**src/rtl/flash_pkg.sv**
```systemverilog
// Shared constants and types for the byte-wide flash responder slice.
package flash_pkg;

   localparam int FLASH_ADDR_W = 24;
   localparam int DATA_W       = 8;
   localparam int READ_LAT_DEF = 3;

   localparam logic [DATA_W-1:0] ERASED_BYTE = 8'hFF;

   typedef enum logic [0:0] {
      IDLE    = 1'b0,
      RD_WAIT = 1'b1
   } state_e;

endpackage

```
**src/rtl/flash_responder_if.sv**
```systemverilog
// Byte-wide flash bus: the initiator drives requests, the responder returns data and status.
interface flash_responder_if
   import flash_pkg::*;
#(
   parameter int ADDR_W = FLASH_ADDR_W
);

   logic              cs;
   logic              we;
   logic              re;
   logic [ADDR_W-1:0] addr;
   logic [DATA_W-1:0] in;
   logic [DATA_W-1:0] out;
   logic              out_valid;
   logic              busy;
   logic              err;

   modport master (
      output cs, we, re, addr, in,
      input  out, out_valid, busy, err
   );

   modport slave (
      input  cs, we, re, addr, in,
      output out, out_valid, busy, err
   );

endinterface

```
**src/rtl/flash_byte_array.sv**
```systemverilog
// DEPTH x 8 storage: synchronous write, combinational read, deliberately never reset.
module flash_byte_array
   import flash_pkg::*;
#(
   parameter int DEPTH = 256,
   parameter int IDX_W = $clog2(DEPTH)
) (
   input  logic              clk,
   input  logic              wr_en,
   input  logic [IDX_W-1:0]  wr_addr,
   input  logic [DATA_W-1:0] wr_data,
   input  logic [IDX_W-1:0]  rd_addr,
   output logic [DATA_W-1:0] rd_data
);

   logic [DATA_W-1:0] mem [DEPTH];

   always_ff @(posedge clk) begin
      if (wr_en) begin
         mem[wr_addr] <= wr_data;
      end
   end

   assign rd_data = mem[rd_addr];

endmodule

```
**src/rtl/flash_responder.sv**
```systemverilog
// Flash bus responder: single-byte writes, fixed-latency reads, busy/valid/err status.
module flash_responder
   import flash_pkg::*;
#(
   parameter int ADDR_W   = FLASH_ADDR_W,
   parameter int DEPTH    = 256,
   parameter int READ_LAT = READ_LAT_DEF
) (
   input  logic               clk,
   input  logic               rst_n,
   flash_responder_if.slave   bus
);

   localparam int IDX_W = $clog2(DEPTH);
   localparam int CNT_W = 3;

   localparam logic [0:0] S_IDLE    = 1'(IDLE);
   localparam logic [0:0] S_RD_WAIT = 1'(RD_WAIT);

   localparam logic [ADDR_W:0]  DEPTH_EXT = (ADDR_W+1)'(DEPTH);
   localparam logic [CNT_W-1:0] CNT_LOAD  = CNT_W'(READ_LAT - 1);

   // Full-width compare so high address bits can never alias into the array.
   function automatic logic in_range(input logic [ADDR_W-1:0] a);
      return ({1'b0, a} < DEPTH_EXT);
   endfunction

   logic [0:0]        state, state_nxt;
   logic [CNT_W-1:0]  cnt, cnt_nxt;
   logic [ADDR_W-1:0] lat_addr, lat_addr_nxt;
   logic [DATA_W-1:0] out_q, out_nxt;
   logic              vld_q, vld_nxt;
   logic              err_q, err_nxt;
   logic              done;
   logic              accepting;
   logic              wr_en;
   logic [DATA_W-1:0] rd_data;

   flash_byte_array #(
      .DEPTH (DEPTH),
      .IDX_W (IDX_W)
   ) u_array (
      .clk     (clk),
      .wr_en   (wr_en),
      .wr_addr (bus.addr[IDX_W-1:0]),
      .wr_data (bus.in),
      .rd_addr (lat_addr[IDX_W-1:0]),
      .rd_data (rd_data)
   );

   always_comb begin
      state_nxt    = state;
      cnt_nxt      = cnt;
      lat_addr_nxt = lat_addr;
      out_nxt      = out_q;
      vld_nxt      = 1'b0;
      err_nxt      = 1'b0;
      wr_en        = 1'b0;

      done      = (state == S_RD_WAIT) && (cnt == '0);
      accepting = (state == S_IDLE) || done;

      if (state == S_RD_WAIT) begin
         if (done) begin
            out_nxt   = in_range(lat_addr) ? rd_data : ERASED_BYTE;
            vld_nxt   = 1'b1;
            err_nxt   = !in_range(lat_addr);
            state_nxt = S_IDLE;
         end else begin
            cnt_nxt = cnt - 1'b1;
            if (bus.cs && (bus.we || bus.re)) begin
               err_nxt = 1'b1;
            end
         end
      end

      // The completion edge re-enters IDLE, so a new request is served there too.
      if (accepting && bus.cs) begin
         if (bus.we) begin
            if (in_range(bus.addr)) begin
               wr_en = 1'b1;
            end else begin
               err_nxt = 1'b1;
            end
         end else if (bus.re) begin
            lat_addr_nxt = bus.addr;
            cnt_nxt      = CNT_LOAD;
            state_nxt    = S_RD_WAIT;
         end
      end
   end

   always_ff @(posedge clk or negedge rst_n) begin
      if (!rst_n) begin
         state    <= S_IDLE;
         cnt      <= '0;
         lat_addr <= '0;
         out_q    <= '0;
         vld_q    <= 1'b0;
         err_q    <= 1'b0;
      end else begin
         state    <= state_nxt;
         cnt      <= cnt_nxt;
         lat_addr <= lat_addr_nxt;
         out_q    <= out_nxt;
         vld_q    <= vld_nxt;
         err_q    <= err_nxt;
      end
   end

   assign bus.out       = out_q;
   assign bus.out_valid = vld_q;
   assign bus.busy      = (state == S_RD_WAIT);
   assign bus.err       = err_q;

endmodule

```
**src/flat_wrapper.sv**
```systemverilog
// flat-port wrapper written by rule: the top's interface ports become plain ports
module flash_responder_flat import flash_pkg::*;
#(
   parameter int ADDR_W   = FLASH_ADDR_W,
   parameter int DEPTH    = 256,
   parameter int READ_LAT = READ_LAT_DEF
)
  (clk, rst_n, bus_cs, bus_we, bus_re, bus_addr, bus_in, bus_out, bus_out_valid, bus_busy, bus_err);
  flash_responder_if #(.ADDR_W(ADDR_W)) bus_i ();
  input  logic clk;
  input  logic rst_n;
  input wire logic [$bits(bus_i.cs)-1:0] bus_cs;
  input wire logic [$bits(bus_i.we)-1:0] bus_we;
  input wire logic [$bits(bus_i.re)-1:0] bus_re;
  input wire logic [$bits(bus_i.addr)-1:0] bus_addr;
  input wire logic [$bits(bus_i.in)-1:0] bus_in;
  output wire logic [$bits(bus_i.out)-1:0] bus_out;
  output wire logic [$bits(bus_i.out_valid)-1:0] bus_out_valid;
  output wire logic [$bits(bus_i.busy)-1:0] bus_busy;
  output wire logic [$bits(bus_i.err)-1:0] bus_err;
  assign bus_i.cs = bus_cs;
  assign bus_i.we = bus_we;
  assign bus_i.re = bus_re;
  assign bus_i.addr = bus_addr;
  assign bus_i.in = bus_in;
  assign bus_out = bus_i.out;
  assign bus_out_valid = bus_i.out_valid;
  assign bus_busy = bus_i.busy;
  assign bus_err = bus_i.err;
  flash_responder #(.ADDR_W(ADDR_W), .DEPTH(DEPTH), .READ_LAT(READ_LAT)) u_core (.clk(clk), .rst_n(rst_n), .bus(bus_i));
endmodule
```
**config.mk**
```make
export PLATFORM = sky130hd
export DESIGN_NAME = flash_responder_flat
export DESIGN_NICKNAME = d
export VERILOG_FILES = /design/src/rtl/flash_pkg.sv /design/src/rtl/flash_responder_if.sv /design/src/rtl/flash_byte_array.sv /design/src/rtl/flash_responder.sv /design/src/flat_wrapper.sv
export SDC_FILE = /design/constraint.sdc
export NUM_CORES = 2
export LEC_CHECK = 0
export ABC_AREA = 0
export CAP_MARGIN = 10
export CELL_PAD_IN_SITES_DETAIL_PLACEMENT = 0
export CELL_PAD_IN_SITES_GLOBAL_PLACEMENT = 1
export CORE_ASPECT_RATIO = 0.7
export CORE_MARGIN = 2
export CORE_UTILIZATION = 56
export CTS_CLUSTER_SIZE = 28
export DETAILED_ROUTE_END_ITERATION = 12
export MAX_ROUTING_LAYER = met4
export PLACE_DENSITY_LB_ADDON = 0.1
export SYNTH_ARGS = -nofsm -noshare
export SYNTH_HDL_FRONTEND = slang
export SYNTH_SLANG_ARGS = --single-unit
```
**constraint.sdc**
```tcl
create_clock -name clk -period 3.7 [get_ports clk]
set_input_delay 0.74 -clock clk [delete_from_list [all_inputs] [get_ports clk]]
set_output_delay 0.74 -clock clk [all_outputs]
set_load 0.05 [all_outputs]
```
# After elaboration in Yosys (flattened, before gate mapping)
# Memory sizes are Yosys's and may differ from the RTL's.
# Index checks and enable logic that the tools add are counted.
[word_totals]
reg_bits = 38
ram_bits = 2048
inputBits = 37
word_cells = 45
mem_count = 1
[classes]
n_addsub = 1
order_cmp = 2
n_mux = 24
bitwise_logic = 2
reduce_logical = 9
[mem_list]
columns = ["memory", "words", "word_bits", "read_ports", "rd_ports_with_merged_regs", "write_ports", "line", "rtl"]
rows = [
  ["u_core.u_array.mem", 256, 8, 1, 0, 1, "flash_byte_array.sv:16", "logic [DATA_W-1:0] mem [DEPTH];"],
]
[op_table]
columns = ["operator", "count"]
rows = [
  ["24-bit by 9-bit < comparator with 1-bit output (second input constant)", 2],
  ["1-bit two-way mux", 18],
  ["3-bit two-way mux", 5],
  ["8-bit two-way mux", 1],
  ["1-bit logical AND", 3],
  ["3-bit logical NOT", 1],
  ["3-bit AND reduction", 1],
  ["3-bit by 1-bit subtractor with 3-bit output (second input constant)", 1],
  ["1-bit logical OR", 2],
  ["1-bit inverter", 2],
  ["2-bit AND reduction", 1],
  ["1-bit logical NOT", 1],
]

# Logic depth before layout (Yosys ltp)
[logic_depth]
ltp_word = 8
mapped_depth = 13
ltp_nobuf = 9

# By module
# From an unflattened synthesis, not the netlist that was laid out.
[hier_totals]
cells_unflattened = 3833
area_unflattened_um2 = 81022.7
[modules_own_cells]
columns = ["mod", "instances", "cells_each", "area_each_um2", "seq_area_each_um2"]
rows = [
  ["flash_byte_array", 1, 3725, 79396.1, 61499.0],
  ["flash_responder", 1, 108, 1626.6, 950.9],
]

# Worst setup path before layout
# OpenSTA, ideal clock, no wires.
[synth_timing]
path_type = "input-to-reg"
startpoint = "input port bus_addr[20]"
endpoint = "memory u_core.u_array.mem[63][0] (enable)"
setup_time_ns = 0.370
arrival_time_ns = 2.560
required_time_ns = 3.330
slack_ns = 0.770
cell_stages = 8
n_path_buf = 1
cell_sequence = "nor4_1 > nand4_1 > nor4b_1 > nor2b_1 > and2_1 > nand3_1 > clkbuf_1 > nor2_1"
[synth_via]
elab_chain_len = 6
[synth_lines]
columns = ["element", "line", "rtl"]
rows = [
  ["start: declaration", "flat_wrapper.sv:15", "input wire logic [$bits(bus_i.addr)-1:0] bus_addr;"],
  ["24-bit by 9-bit < comparator with 1-bit output", "flash_responder.sv:25", "return ({1'b0, a} < DEPTH_EXT);"],
  ["1-bit two-way mux", "flash_responder.sv:80", "if (in_range(bus.addr)) begin"],
  ["1-bit two-way mux", "flash_responder.sv:79", "if (bus.we) begin"],
  ["1-bit two-way mux", "flash_responder.sv:78", "if (accepting && bus.cs) begin"],
  ["1-bit two-way mux", "flash_byte_array.sv:19", "if (wr_en) begin"],
  ["1-bit two-way mux (not written as such)", "flash_byte_array.sv:20", "mem[wr_addr] <= wr_data;"],
  ["end: declaration", "flash_byte_array.sv:16", ""],
]
# Every way passes these cells.

# Worst setup path after layout
[layout_timing]
startpoint = "register u_core.lat_addr[0]"
endpoint = "register u_core.out_q[6], in the netlist u_core.bus.out[6]"
[layout_via]
elab_chain_len = 2
elab_cells_between_ends = 3
classes_between = "order compare (1); mux (1); memory (1)"
[layout_lines]
columns = ["element", "line", "rtl"]
rows = [
  ["start: declaration", "flash_responder.sv:30", "logic [ADDR_W-1:0] lat_addr, lat_addr_nxt;"],
  ["start signal: assignment", "flash_responder.sv:104", "lat_addr <= lat_addr_nxt;"],
  ["memory 256 x 8 bit / 24-bit by 9-bit < comparator with 1-bit output (equally long branches)", "n/a", ""],
  ["8-bit two-way mux *", "flash_responder.sv:65", "out_nxt = in_range(lat_addr) ? rd_data : ERASED_BYTE;"],
  ["end signal: assignment", "flash_responder.sv:105", "out_q <= out_nxt;"],
  ["end: declaration", "flash_responder.sv:31", "logic [DATA_W-1:0] out_q, out_nxt;"],
]
# Every way passes the cells marked *; elsewhere a longest branch is shown, timed or not.
# A chain may end at the register's enable or synchronous reset.

==> flow_summary.ini <==
[timing]
tightest_slew_ps = 1200
fmax_mhz = 284
skew_ps = 19.5
finalSetupViolCount = 0
hold_violations = 0
period_needed_ps = 3530
whs_ps = 327
relSlewSlack = 0.198
grt_setup_unrepaired = no
finalMaxSlewViolations = 0
finalCritPeriodShare = 0.953

[floorplanning]
die_area_sq_mm = 0.148
core_area_sq_mm = 0.143
ios = 48
die_y_microns = 322
dieWidth_microns = 458
rows = 116
initial_utilization = 0.565

[grt]
antenna_found_initial = 8
grt_max_degree = 89
grt_pass1_wl_mm = 305
grt_pass1_vias = 40700
grtUsageTotal = 0.304
grt.overflow.total = 0

[clock_network]
cts_tree = yes
clkLatencyLatePin_ps = 840
clockBufferDepth = 3
cts_made_buffers = 188
cts_num_sinks = 2086
cts-root-buf = clkbuf_16
clk_pin_slew_worst_paths_ps = 70
cts_max_level = 4
cts_resized = 0

[final_layout]
seq_area_sq_mm = 0.0625
postLayoutCellArea_sq_mm = 0.0941
final_cell_mix = edfxtp_1, buf_4, mux4_2
nFillCells = 9451
finalNetCount = 4587
stdcell_count = 6596
drive_gt1_frac = 0.285
syn2layout_area_growth_pct = 16.3
final_common_cell = edfxtp_1
multiInputGateArea_sq_mm = 0.0173

[place]
portBuffers = 47
placed_cells = 6245
dpl_cell_area_sq_mm = 0.0877
dpl.hpwl_mm = 139
place_congestion = 0.887

[worst_setup_path]
crit_path_max_fanout = 22
cp-end-kind = flip-flop
crit_required_ps = 4340
setup.worst_path.start_class = flip-flop
arrival_ps = 4170
crit_type = reg -> reg

[power_and_ir_drop]
irDropWorstVdd_v = 0.000592
power.leakage_uw = 0.0311
pwr_density_cell_mw_per_mm2 = 683
total_power_uw = 64300

[drt]
drt.antenna.violating_nets = 0
first_pass_iters = 5
wl_mm = 215
num_vias = 42600
drt_iter0_drc = 6176
vias_per_cell = 6.46
drc = 0
wl_per_cell_microns = 32.6

[yosys]
synth_warnings = 0
ys.flop_type = edfxtp_1
yosys-top-cells-area = edfxtp_1, mux4_2, mux2i_1
synth_edf_count = 2048
syn_nets = 3992
synth-seq-cells = 2086
synth_top_area_frac = 0.760
synth_seq_area_share = 0.772
synth.distinct_cells = 52
syn-cell-area_sq_mm = 0.0809
async_flop_share = 0.0182
syn_inst = 3953
synth_top_area_cell = edfxtp_1
avgSynthCellArea_sq_um = 20.5

[run_status]
status = finished, final reports clean

[hold_path]
min_path_type = in -> reg

[job]
maxCapViolations = 0
[power breakdown]
part           internal [uW]  switching [uW]  leakage [uW]
clock                  11600            8570       0.00310
combinational           7360           10200       0.00917
sequential             26100             370        0.0188
[per-stage QoR]
step	worst slack (ps)	setup TNS (ps)	utilization
floorplan	770	0	-
global placement	-112	-35340	0.612
detailed placement	-200	-114930	0.612
CTS	214	0	0.657
global route	75.7	0	0.657
finish	174	0	0.657
[critical path, cell delays in order, from the launching register on]
cell and delay (ps):
dfrtp_4 690, buf_12 270, mux4_2 540, a22oi_1 430, a21oi_1 320, nor3_1 230, nor4_1 90, buf_4 180
a211oi_1 350, a41oi_1 170
[final timing paths]
check | startpoint | end | slack, ps | cells after the start
max in group asynchronous | rst_n | u_core.cnt[2] | 2450 | 3
worst max-delay path | u_core.lat_addr[0] | u_core.bus.out[6] | 170 | 9
worst max register to register | u_core.lat_addr[0] | u_core.bus.out[6] | 170 | 9
worst min-delay path | bus_in[0] | u_core.u_array.mem[146][0] | 330 | 1
worst min register to register | u_core.cnt[1] | u_core.cnt[1] | 500 | 2
min in group asynchronous | rst_n | u_core.lat_addr[9] | 550 | 2
[repair_timing]
action / 4_1_cts / 5_1_grt
setup buffers: 0 / 0
endpoints found under the hold margin: 12 / 0
hold buffers: 1 / 0
[final cells by class]
class | count | area share
diodes | 3 | 0.0000798
clock buffers | 216 | 0.0522
clock inverters | 131 | 0.0155
inverters | 9 | 0.000359
multi-input cells | 1621 | 0.183
flip-flops and latches | 2086 | 0.664
well taps | 1888 | 0.0251
repair buffers | 642 | 0.0597
[logic make-up after synthesis]
family / share of synthesized area
AO/OA/AOI/OAI: 0.0318
XOR/XNOR: 0.000108
buffers and inverters: 0.0162
adder cells (fa/ha/maj): 0.000309
flip-flops: 0.772
AND/OR/NAND/NOR: 0.0277
multiplexers: 0.152
[routing by layer]
metal  vias to the layer above  GRT usage  share of wire  wire length, microns
met5                         -          -              0                     0
met4                         0     0.0649          0.019                  4130
met3                       286     0.0803           0.11                 24400
met2                      2453      0.399           0.42                 90200
met1                     22300      0.478           0.45                 96200
li1                      17600          -              -                     -
[state kept, by name (all words and copies together) (netlist names)]
signal	flops
u_core.bus.err	1
u_core.bus.out_valid	1
u_core.cnt	3
u_core.u_array.mem	2048
u_core.lat_addr	24
u_core.bus.out	8
u_core.bus.busy	1
[cells in the mapped netlist, drive strengths merged (4+ instances only)]
| library cell | n |
|---|---|
| nand3b | 4 |
| mux2i | 307 |
| a22oi | 140 |
| o22ai | 26 |
| and4 | 7 |
| a31oi | 16 |
| nor2 | 287 |
| nand2 | 96 |
| inv | 9 |
| or3b | 4 |
| a221oi | 68 |
| mux2 | 38 |
| nand4 | 14 |
| o221ai | 8 |
| clkbuf | 99 |
| edfxtp | 2048 |
| a21oi | 54 |
| nand3 | 41 |
| buf | 138 |
| dfrtp | 38 |
| nor4 | 9 |
| a211oi | 8 |
| o21ai | 34 |
| mux4 | 392 |
| and3 | 14 |
| and2 | 7 |
| nor3 | 11 |
| nor2b | 13 |
No activity file was read; power rests on OpenSTA's default activity.
